`src/rtl/ws2812b_pkg.sv`:
```
// Shared types and default 12 MHz timing for the WS2812B line driver.
package ws2812b_pkg;

  typedef enum logic [1:0] {
    IDLE  = 2'd0,
    SEND  = 2'd1,
    LATCH = 2'd2
  } state_t;

  typedef logic [23:0] pixel_t;

  localparam int PIXEL_BITS       = 24;
  localparam int DEF_NUM_PIXELS   = 64;
  localparam int DEF_BIT_CYCLES   = 15;
  localparam int DEF_T0H_CYCLES   = 5;
  localparam int DEF_T1H_CYCLES   = 10;
  localparam int DEF_LATCH_CYCLES = 3600;

endpackage

```
`src/rtl/ws2812b_bit_timer.sv`:
```
// Bit-period timer: counts clk cycles inside one WS2812B bit, flags the last
// cycle of the period and decides the line level for the coming cycle.
module ws2812b_bit_timer
  import ws2812b_pkg::*;
#(
  parameter int BIT_CYCLES = DEF_BIT_CYCLES,
  parameter int T0H_CYCLES = DEF_T0H_CYCLES,
  parameter int T1H_CYCLES = DEF_T1H_CYCLES
) (
  input  logic clk,
  input  logic rst,
  input  logic run,
  input  logic next_bit,
  output logic wrap,
  output logic level_next
);

  localparam int CNT_W = $clog2(BIT_CYCLES);
  localparam logic [CNT_W-1:0] CNT_LAST = CNT_W'(BIT_CYCLES - 1);
  localparam logic [CNT_W-1:0] T0H      = CNT_W'(T0H_CYCLES);
  localparam logic [CNT_W-1:0] T1H      = CNT_W'(T1H_CYCLES);

  logic [CNT_W-1:0] bit_cnt;
  logic [CNT_W-1:0] cnt_next;

  assign wrap = (bit_cnt == CNT_LAST);

  // The counter sits at zero whenever the line is not sending, so a fresh
  // pixel always starts at the beginning of its first bit period.
  assign cnt_next   = (run && !wrap) ? bit_cnt + 1'b1 : '0;
  assign level_next = (cnt_next < (next_bit ? T1H : T0H));

  always_ff @(posedge clk) begin
    if (rst) bit_cnt <= '0;
    else     bit_cnt <= cnt_next;
  end

endmodule

```
`src/rtl/ws2812b_serializer.sv`:
```
// WS2812B line driver: takes GRB pixels over valid/ready, emits the NRZ
// waveform MSB first, then holds the line low for the latch period.
module ws2812b_serializer
  import ws2812b_pkg::*;
#(
  parameter int NUM_PIXELS   = DEF_NUM_PIXELS,
  parameter int BIT_CYCLES   = DEF_BIT_CYCLES,
  parameter int T0H_CYCLES   = DEF_T0H_CYCLES,
  parameter int T1H_CYCLES   = DEF_T1H_CYCLES,
  parameter int LATCH_CYCLES = DEF_LATCH_CYCLES
) (
  input  logic        clk,
  input  logic        rst,
  input  logic [23:0] i_pixel,
  input  logic        i_valid,
  output logic        o_ready,
  output logic        o_data,
  output logic        o_busy,
  output logic        o_done
);

  localparam int PIX_W = $clog2(NUM_PIXELS + 1);
  localparam int LAT_W = $clog2(LATCH_CYCLES + 1);
  localparam logic [PIX_W-1:0] PIX_FULL  = PIX_W'(NUM_PIXELS);
  localparam logic [LAT_W-1:0] LAT_LAST  = LAT_W'(LATCH_CYCLES - 1);
  localparam logic [4:0]       IDX_FIRST = 5'(PIXEL_BITS - 1);

  state_t           state;
  pixel_t           shift;
  logic [4:0]       bit_idx;
  logic [PIX_W-1:0] pix_cnt;
  logic [LAT_W-1:0] latch_cnt;

  logic wrap;
  logic level_next;
  logic next_bit;
  logic pix_end;
  logic accept;

  assign pix_end = (state == SEND) && wrap && (bit_idx == '0);
  assign o_ready = !rst && ((state == IDLE) || (pix_end && (pix_cnt < PIX_FULL)));
  assign o_busy  = !rst && (state != IDLE);
  assign accept  = i_valid && o_ready;

  // Bit that will be on the line next cycle: a newly loaded pixel's MSB, the
  // following bit at a period boundary, or the current bit mid-period.
  always_comb begin
    next_bit = shift[23];
    if (accept)    next_bit = i_pixel[23];
    else if (wrap) next_bit = shift[22];
  end

  ws2812b_bit_timer #(
    .BIT_CYCLES(BIT_CYCLES),
    .T0H_CYCLES(T0H_CYCLES),
    .T1H_CYCLES(T1H_CYCLES)
  ) u_bit_timer (
    .clk       (clk),
    .rst       (rst),
    .run       (state == SEND),
    .next_bit  (next_bit),
    .wrap      (wrap),
    .level_next(level_next)
  );

  always_ff @(posedge clk) begin
    if (rst) begin
      state     <= IDLE;
      shift     <= '0;
      bit_idx   <= '0;
      pix_cnt   <= '0;
      latch_cnt <= '0;
      o_data    <= 1'b0;
      o_done    <= 1'b0;
    end else begin
      o_done <= 1'b0;
      unique case (state)
        IDLE: begin
          o_data <= 1'b0;
          if (accept) begin
            state   <= SEND;
            shift   <= i_pixel;
            bit_idx <= IDX_FIRST;
            pix_cnt <= pix_cnt + 1'b1;
            o_data  <= level_next;
          end
        end
        SEND: begin
          o_data <= level_next;
          if (wrap) begin
            if (bit_idx != '0) begin
              bit_idx <= bit_idx - 1'b1;
              shift   <= shift << 1;
            end else if (accept) begin
              shift   <= i_pixel;
              bit_idx <= IDX_FIRST;
              pix_cnt <= pix_cnt + 1'b1;
            end else if (pix_cnt == PIX_FULL) begin
              state     <= LATCH;
              latch_cnt <= '0;
              o_data    <= 1'b0;
            end else begin
              // Upstream starved us mid-frame; wait in IDLE for the next pixel.
              state  <= IDLE;
              o_data <= 1'b0;
            end
          end
        end
        LATCH: begin
          o_data <= 1'b0;
          if (latch_cnt == LAT_LAST) begin
            state     <= IDLE;
            latch_cnt <= '0;
            pix_cnt   <= '0;
            o_done    <= 1'b1;
          end else begin
            latch_cnt <= latch_cnt + 1'b1;
          end
        end
        default: begin
          state  <= IDLE;
          o_data <= 1'b0;
        end
      endcase
    end
  end

endmodule
```
`config.mk`:
```
export PLATFORM = sky130hd
export DESIGN_NAME = ws2812b_serializer
export DESIGN_NICKNAME = d
export VERILOG_FILES = /design/src/rtl/ws2812b_pkg.sv /design/src/rtl/ws2812b_bit_timer.sv /design/src/rtl/ws2812b_serializer.sv
export SDC_FILE = /design/constraint.sdc
export NUM_CORES = 1
export LEC_CHECK = 0
export CORE_AREA = 10 10 80 116
export DETAILED_ROUTE_END_ITERATION = 12
export DIE_AREA = 0 0 90 126
export HOLD_SLACK_MARGIN = 0.03
export SYNTH_ARGS = -nofsm -noshare
export SYNTH_HDL_FRONTEND = slang
export SYNTH_HIERARCHICAL = 1
export SYNTH_SLANG_ARGS = --single-unit
```
`constraint.sdc`:
```
create_clock -name clk -period 3.5 [get_ports clk]
set_clock_uncertainty 0.1 [all_clocks]
set_input_delay 0.35 -clock clk [delete_from_list [all_inputs] [get_ports clk]]
set_output_delay 0.35 -clock clk [all_outputs]
set_load 0.1 [all_outputs]
```
==> reports/results.txt, run 1 <==
The run finished with clean final reports. Of all nets on the critical path, the largest fanout is 18. Setup repair after global routing left no endpoint under its margin. The post-synthesis average cell area was 8.56 um^2; the later-pin clock latency in the skew report was 310 ps. After detailed routing, the total wire length is 7.81 mm. Once the floorplan was initialized, standard cells occupied 41.9% of the core.

The tools report the launching element type of the critical path as a flip-flop. For this design, the sink count on the clock tree is 56. The tools report the root buffer cell as sky130_fd_sc_hd__clkbuf_8. After clock tree synthesis, the clock-pin slew on the worst setup and hold paths is 90 ps. The number of nets with antenna violations after detailed routing was 0; the clock share of power was 27.5%. The area added between synthesis and finish works out to 16.4%. The ratio of routed vias to standard cells is 5.91, and the placed cell area is 0.00342 mm^2.

Flop and latch count out of synthesis: 56. The number of antenna cells inserted came out at 0. Hold repair after CTS inserted 0 buffers.

The die width works out to 90 um. The commonest cells after synthesis are sky130_fd_sc_hd__dfxtp_1 (56), sky130_fd_sc_hd__a21oi_1 (30), sky130_fd_sc_hd__o21ai_0 (22). The share of the Yosys chip area taken by registers is 37.3%. The number of H-tree levels was 2; the max-capacitance violation count was 0. Post-CTS timing repair inserted 0 buffers for setup.

The y dimension of the die was 126 um. The run gives 414 as the net count reported at finish. By area the synthesized netlist is led by sky130_fd_sc_hd__dfxtp_1 (37%), sky130_fd_sc_hd__a21oi_1 (5.0%), sky130_fd_sc_hd__ha_1 (4.2%), sky130_fd_sc_hd__a221o_1 (3.7%), sky130_fd_sc_hd__o21ai_0 (3.7%). The total net switching power was 0.347 mW; the clock period minus worst slack was 3090 ps. Input and output buffers added on the ports amount to 30. In the final layout, flip-flops and latches occupy 0.00112 mm^2. Cell internal power was estimated by the tool at 0.898 mW. The largest total area in the synthesized netlist belongs to sky130_fd_sc_hd__dfxtp_1. By instance count, the leading cell after synthesis is sky130_fd_sc_hd__dfxtp_1. In this run, CTS created clock tree buffers numbering 5.

The hold violation total from the final report came out at 0. Counting every net in the synthesized netlist gives 388. The mapped netlist covers 0.00301 mm^2. In this run, post-CTS repair resized a total of 0 instances. The worst-case IR drop observed on VDD is 134 uV. The via count of the first global-routing pass was 2,765.

Setup total negative slack on the finished layout was measured at 0 ps. Derived from the worst setup path, the maximum achievable clock frequency is 324 MHz. The tools report the initial antenna violation count as 0. Summing all non-filler instances in the final layout gives an area of 0.00350 mm^2. For the DRC violation count after routing, the log shows 0. Net switching is 27.9% of the power.

The number of rows in the core area was 38; the slew at the pin closest to its max-slew limit was 977 ps. After layout, the worst path uses 88.2% of the clock period. The tools report the number of search-and-repair iterations in the first detailed-routing pass as 4.

The worst setup path is of the reg2reg kind. The routability-driven placement congestion ratio is 0.799. The endpoint type of the worst setup path is a flip-flop. The static power due to leakage was 1.21 nW. The Yosys warning count was 6; the fraction of post-synthesis cell area in the top cell type by area was 37.3%. Hold timing on the final database bottoms out at a slack of 391 ps. The core region is 0.00718 mm^2. After synthesis, the netlist uses 61 different library cells. Of the total power, combinational logic draws 16.6%. The share of final-layout standard cells stronger than drive strength 1 came out at 9.28%. Detailed placement finished with a half-perimeter wire length of 5.53 mm.

The run gives 0 as the leftover overflow at the end of global routing. Among all flip-flop cells after synthesis, the most frequent one is sky130_fd_sc_hd__dfxtp_1. The final max-slew violation count was 0; the number of fill cells was 704. The worst slew slack as a fraction of its limit came out at 34.6%. In the final layout, the multi-input gates occupy 0.00170 mm^2. The die covers 0.0113 mm^2.

Setup violations remaining at the end of the flow were counted as 0. Counting flops with a built-in enable in the synthesized netlist gives 0. During I/O placement, the number of pins put on the boundary was 31. TritonCTS built the clock tree.

In this run, the number of DRC markers left after iteration 0 of detailed routing was 143. For this run, the total global-route usage over all layers was measured as 13.3%. Power density normalized to cell area: 356 mW/mm^2.

The run gives 55.9% as the relative contribution of sequential cells to total power. The min-delay analysis places its worst path in the category reg2reg. For the required time at the worst-slack endpoint, the log shows 3650 ps. The first global-routing pass estimated 12.9 mm of wire. Counting along the longest clock path gives a buffer depth of 2. The data arrival at the endpoint of the critical path was 3230 ps; the post-synthesis cell count was 351.

After synthesis, the share of flip-flops with an asynchronous set or reset is 0%. Entering global routing, the biggest net connects 33 pins. The via count of the routed design was 2,821; the post-detailed-route wirelength per cell was 16.4 um.
==> worst max-delay path, stage by stage, from the launching register on <==
cell                        delay (ps)
sky130_fd_sc_hd__dfxtp_1           340
sky130_fd_sc_hd__inv_1             100
sky130_fd_sc_hd__ha_1              160
sky130_fd_sc_hd__or4b_4            590
sky130_fd_sc_hd__o21a_1            250
sky130_fd_sc_hd__o22ai_1           250
sky130_fd_sc_hd__inv_1             110
sky130_fd_sc_hd__ha_1              340
sky130_fd_sc_hd__a2111oi_0         410
sky130_fd_sc_hd__o21ai_0           140
sky130_fd_sc_hd__nand2_1            80
sky130_fd_sc_hd__nand2_1            40
sky130_fd_sc_hd__a21oi_1           100
==> sequential cells by signal, indices dropped and copies added, names as in the netlist <==
| register | count |
|---|---|
| latch_cnt | 12 |
| u_bit_timer/bit_cnt | 4 |
| state | 2 |
| o_data | 1 |
| pix_cnt | 7 |
| shift | 24 |
| o_done | 1 |
| bit_idx | 5 |
==> power by group through the flow <==
stage	Combinational (mW)	Sequential, mW	Clock (mW)
finish	0.207	0.696	0.342
detailed placement	0.207	0.709	0
floorplan	0.135	0.707	0
CTS	0.208	0.695	0.357
global route	0.225	0.700	0.378
global placement	0.205	0.709	0
==> stage by stage <==
step / util, % / std cells / setup WS [ps] / power, mW
2_1_floorplan: - / 351 / 131 / 0.841
3_3_place_gp: 47.7 / 470 / 435 / 0.914
3_5_place_dp: 47.7 / 470 / 354 / 0.916
4_1_cts: 48.7 / 477 / 424 / 1.26
5_1_grt: 48.7 / 477 / 57.0 / 1.30
6_report: 48.7 / 477 / 415 / 1.24
==> worst paths after layout <==
| path | start | end | slack [ps] | depth (start not counted) |
|---|---|---|---|---|
| min reg2reg | latch_cnt[11] | latch_cnt[11] | 390 | 1 |
| max | bit_idx[0] | o_data | 410 | 12 |
| min | latch_cnt[11] | latch_cnt[11] | 390 | 1 |
| max reg2reg | bit_idx[0] | o_data | 410 | 12 |
==> routing by layer <==
layer	up-vias	routed length, um	GRT usage, %
li1	1398	-	-
met1	1374	3560	15.4
met2	40	3990	24.1
met3	9	154	2.02
met4	0	108	4.70
met5	-	0	0
==> cell families (layout without fill, tap and decap cells) <==
family                   Yosys count  after routing  synth area share [%]
buffers and inverters             44             70                  6.16
XOR/XNOR                           1              1                 0.291
AO/OA/AOI/OAI                    130            130                  31.1
AND/OR/NAND/NOR                  108            108                  20.3
adder cells (fa/ha/maj)           10             10                  4.16
flip-flops                        56             56                  37.3
multiplexers                       2              2                 0.666
==> layout by cell type (no fill, tap or decap), types with 2 or more instances in the layout <==
| cell type | count |
|---|---|
| sky130_fd_sc_hd__a221o_1 | 11 |
| sky130_fd_sc_hd__a21oi_1 | 30 |
| sky130_fd_sc_hd__clkbuf_8 | 5 |
| sky130_fd_sc_hd__nand2b_1 | 3 |
| sky130_fd_sc_hd__a2111oi_0 | 2 |
| sky130_fd_sc_hd__ha_1 | 10 |
| sky130_fd_sc_hd__nand4_1 | 6 |
| sky130_fd_sc_hd__buf_4 | 13 |
| sky130_fd_sc_hd__o211ai_1 | 3 |
| sky130_fd_sc_hd__a211oi_1 | 2 |
| sky130_fd_sc_hd__a311oi_1 | 4 |
| sky130_fd_sc_hd__clkdlybuf4s50_1 | 28 |
| sky130_fd_sc_hd__nor3b_1 | 2 |
| sky130_fd_sc_hd__o22ai_1 | 3 |
| sky130_fd_sc_hd__nor4b_1 | 2 |
| sky130_fd_sc_hd__or3_1 | 4 |
| sky130_fd_sc_hd__a31oi_1 | 6 |
| sky130_fd_sc_hd__mux2i_1 | 2 |
| sky130_fd_sc_hd__nand2_1 | 19 |
| sky130_fd_sc_hd__o21ai_0 | 22 |
| sky130_fd_sc_hd__nor2_1 | 13 |
| sky130_fd_sc_hd__or4_1 | 5 |
| sky130_fd_sc_hd__dfxtp_1 | 56 |
| sky130_fd_sc_hd__and2_1 | 4 |
| sky130_fd_sc_hd__o21a_1 | 11 |
| sky130_fd_sc_hd__inv_1 | 20 |
| sky130_fd_sc_hd__nor4_1 | 3 |
| sky130_fd_sc_hd__o221a_2 | 9 |
| sky130_fd_sc_hd__o31ai_1 | 9 |
| sky130_fd_sc_hd__a41oi_1 | 3 |
| sky130_fd_sc_hd__nor3_1 | 7 |
| sky130_fd_sc_hd__nor2b_1 | 8 |
| sky130_fd_sc_hd__nand3_1 | 20 |
| sky130_fd_sc_hd__and3_1 | 3 |
==> cell type report <==
class                           instances  area share (%)
Clock buffer                            6            2.07
Clock inverter                          1           0.143
Inverter                               21            2.25
Multi-Input combinational cell        251            48.6
Sequential cell                        56            32.0
Tap cell                              100            3.58
Timing Repair Buffer                   42            11.4
(Power assumes the default switching activity.)
==> inputs of run 2 (changes only) <==
--- a/config.mk
+++ b/config.mk
@@ -8,7 +8,9 @@
 export CORE_AREA = 10 10 80 116
 export DETAILED_ROUTE_END_ITERATION = 12
 export DIE_AREA = 0 0 90 126
+export GPL_TIMING_DRIVEN = 0
 export HOLD_SLACK_MARGIN = 0.03
+export SLEW_MARGIN = 20
 export SYNTH_ARGS = -nofsm -noshare
 export SYNTH_HDL_FRONTEND = slang
 export SYNTH_HIERARCHICAL = 1
==> run 2 against run 1 <==
  * Count of clock-buffer cells in the layout up 2
  * Power up 3.5%
  * Sequential cell count unchanged
==> reports/results.txt, run 2 (synthesis results as in run 1) <==
Capturing point of the worst reg2reg path: o_data. The post-detailed-route wirelength per cell was 16.4 um (about the same); the area added between synthesis and finish was 21.9%. The run finished with clean final reports.

The critical path start-end classification was reg2out. The number of nets with antenna violations after detailed routing was 0 (unchanged); the static power due to leakage was 1.25 nW (+3.5%). For the post-layout worst setup margin, the log shows 98.9 ps (-316 ps). TritonCTS built the clock tree.

The largest registers in the layout are shift (24), latch_cnt (12), pix_cnt (7). The upper clock frequency limit was 294 MHz (-9.3%). Leaving out fill and tap cells, the most frequent cell in the layout is sky130_fd_sc_hd__dfxtp_1.

The tools report the net count reported at finish as 429 (+3.6%). The ratio of routed vias to standard cells was 5.78 (-2.2%); the post-layout instance area was 0.00366 mm^2 (+4.7%). The run gives 0.00113 mm^2 (+0.45%) as the storage element area. In the layout the commonest cells are sky130_fd_sc_hd__dfxtp_1 (54), sky130_fd_sc_hd__a21oi_1 (30), sky130_fd_sc_hd__clkdlybuf4s50_1 (28). The relative contribution of sequential cells to total power is 53.7% (-2.2 points), and the switching power as a share of total power is 27.6% (-0.28 points). The share of final-layout standard cells stronger than drive strength 1 was 11.2% (+1.9 points).

The number of primary I/O pins came out at 31 (unchanged). The tools report the share of power burned in combinational logic as 17.8% (+1.2 points). The worst hold path terminates at latch_cnt[0]. The slack of the worst reg-to-reg path came out at 150 ps (-260 ps). The tools report the root buffer cell as sky130_fd_sc_hd__clkbuf_8. The run gives 686 (-2.6%) as the number of fill cells. shift holds more flip-flops than any other register. The tools report the source of the worst hold timing path as latch_cnt[0]. The floorplan die area is 0.0113 mm^2 (unchanged), and the number of buffers created by CTS is 5 (unchanged). The largest buffer count on any clock path came out at 2 (unchanged). For the number of instances in the placed design, the log shows 481 (+2.3%). The slew at the pin closest to its max-slew limit was 980 ps (+2.73 ps).

STA classifies the critical path endpoint as an output pin. The clock-pin slew reported for the worst setup and hold paths after clock tree synthesis is 100 ps (about the same), and the number of buffers and inverters on the critical path is 4 (+2). The worst setup slack after placement came out at -505 ps (-859 ps). Hold violation total from the final report: 0 (unchanged). Clock period minus worst slack: 3400 ps (+316 ps). For the initial antenna violation count, the log shows 0 (unchanged). The tools report the final HPWL from detailed placement as 5.94 mm (+7.5%). The logs give 152 (+6.3%) for the DRC violation total after the first TritonRoute iteration and 2950 ps (-280 ps) for the data arrival at the endpoint of the critical path.

The largest stage delay on the critical path came out at 850 ps (+260 ps). Among all stages on the critical path, the largest delay is contributed by sky130_fd_sc_hd__clkdlybuf4s15_1. The run gives 0 (unchanged) as the DRC violation count after routing.

The logs give 38 (unchanged) for the number of rows in the core area and 0.356 mW (+2.5%) for the total net switching power. The cell depth of the worst min-delay path is 1 (unchanged). The number of antenna cells inserted was 0 (unchanged). The type of the worst min-delay path is reg2reg. The tools report the aggregate global-route resource usage as 13.8% (+0.46 points). The logs give 28.5% (+1.0 points) for the clock share of power and 1.29 mW (+3.5%) for the power consumption. The power density normalized to cell area came out at 352 mW/mm^2 (-1.1%).

The routability-driven placement congestion ratio is 0.831 (+4.0%). The placed cell area is 0.00343 mm^2 (+0.26%). The number of flip-flops in the largest register is 24 (unchanged), and the later-pin clock latency in the skew report is 310 ps (about the same). The kind of cell with the highest combined delay along the critical path is buffers and inverters.

The required time at the worst-slack endpoint is 3050 ps (-600 ps), and the maximum resistive drop on vdd is 170 uV (+27%). The run gives 13.4 mm (+3.6%) as the global-route wire length before repair. For the internal portion of total power, the log shows 0.933 mW (+3.9%). Total of buffers placed on input and output ports: 30 (unchanged). The worst register-to-register path begins at u_bit_timer/bit_cnt[0]. The number of standard cells in the final layout excluding fillers was 493 (+3.4%); the floorplan core area was 0.00718 mm^2 (unchanged). The multi-input combinational cell area was 0.00178 mm^2 (+5.0%); the via count of the first global-routing pass was 2,797 (+1.2%).

The final period utilization was 97.2% (+9.0 points); the via count of the routed design was 2,851 (+1.1%). The tools report the launching element type of the critical path as a flip-flop. For the final max-slew violation count, the log shows 0 (unchanged).

Number of buffers added to fix hold violations after cts: 0 (unchanged). The run gives 0 (unchanged) as the max-capacitance violation count. Setup repair after global routing could not meet its margin everywhere. Effective utilization at floorplan: 41.9% (unchanged). The cell depth of the worst flop-to-flop path came out at 16 (+4). Worst slew slack as a fraction of its limit: 34.6% (-0.085 points).

Leftover overflow at the end of global routing: 0 (unchanged). The largest driver fanout on the critical path is 9 (-9). Walking the worst path, the cells encountered are inv_1, ha_2, and3_4, buf_8, or4b_4, o21a_1, inv_2, clkdlybuf4s15_1. For the number of search-and-repair iterations in the first detailed-routing pass, the log shows 4 (unchanged). For the largest net degree at the start of global routing, the log shows 16 (-52%). The logs give 0 (unchanged) for the final-report setup violation count and 8.08 mm (+3.4%) for the post-detailed-routing wire length.

The clock sink count was 56 (unchanged); the y dimension of the die was 126 um (unchanged). The die width came out at 90 um (unchanged). For the number of H-tree levels, the log shows 2 (unchanged).
[run 2: worst max path at each step]
| stage | from | slack, ps | cells after the start | end |
|---|---|---|---|---|
| final | u_bit_timer/bit_cnt[0] | 100 | 8 | o_ready |
| after global routing | u_bit_timer/bit_cnt[0] | -50 | 16 | o_data |
| after CTS | u_bit_timer/bit_cnt[0] | 0.3 | 16 | o_data |
| after detailed placement | u_bit_timer/bit_cnt[0] | -510 | 16 | o_data |
| after global placement | u_bit_timer/bit_cnt[0] | -450 | 17 | o_data |
| after floorplan | u_bit_timer/bit_cnt[0] | 130 | 17 | o_data |
[run 2: what timing repair did]
action	4_1_cts	5_1_grt
endpoints found under the hold margin	0	0
gates cloned	0	0
setup endpoints to repair	2	3
setup buffers	1	3
pin swaps	1	1
gates resized for setup	16	17
[run 2: final cells by class]
cell class              count  area share [%]
flip-flops and latches     56            30.7
plain buffers              23            3.45
clock buffers               8            2.46
well taps                 100            3.42
multi-input cells         251            48.7
repair buffers             34            9.08
inverters                  21            2.15
[run 2: metrics by stage]
step	util, %	hold WS (ps)	setup TNS, ps
global route	51.0	422	-55.7
detailed placement	47.8	382	-549
global placement	47.8	375	-486
CTS	49.7	397	0
finish	51.0	390	0
floorplan	-	322	0
[run 2: worst reg2reg max path: stages (launching register included)]
cell and delay [ps]:
sky130_fd_sc_hd__dfxtp_4 370, sky130_fd_sc_hd__inv_1 60, sky130_fd_sc_hd__ha_2 190, sky130_fd_sc_hd__and3_4 220, sky130_fd_sc_hd__buf_8 140, sky130_fd_sc_hd__or4b_4 470
sky130_fd_sc_hd__o21a_1 210, sky130_fd_sc_hd__buf_6 150, sky130_fd_sc_hd__buf_4 180, sky130_fd_sc_hd__o22ai_4 180, sky130_fd_sc_hd__inv_2 80, sky130_fd_sc_hd__ha_4 270
sky130_fd_sc_hd__a2111oi_4 340, sky130_fd_sc_hd__o21ai_1 100, sky130_fd_sc_hd__nand2_1 70, sky130_fd_sc_hd__nand2_1 50, sky130_fd_sc_hd__a21oi_1 110
[run 2: per-layer routing]
metal  routed length (um)  global-route usage (%)
met1                 3510                    15.4
met2                 4230                    25.6
met3                  219                    2.14
met4                  116                    4.70
met5                    0                       0
[run 2: power groups by stage]
stage	registers, mW	clock network (mW)	logic, mW
floorplan	0.707	0	0.135
global placement	0.707	0	0.210
detailed placement	0.706	0	0.214
CTS	0.692	0.380	0.219
global route	0.698	0.404	0.252
finish	0.692	0.367	0.230
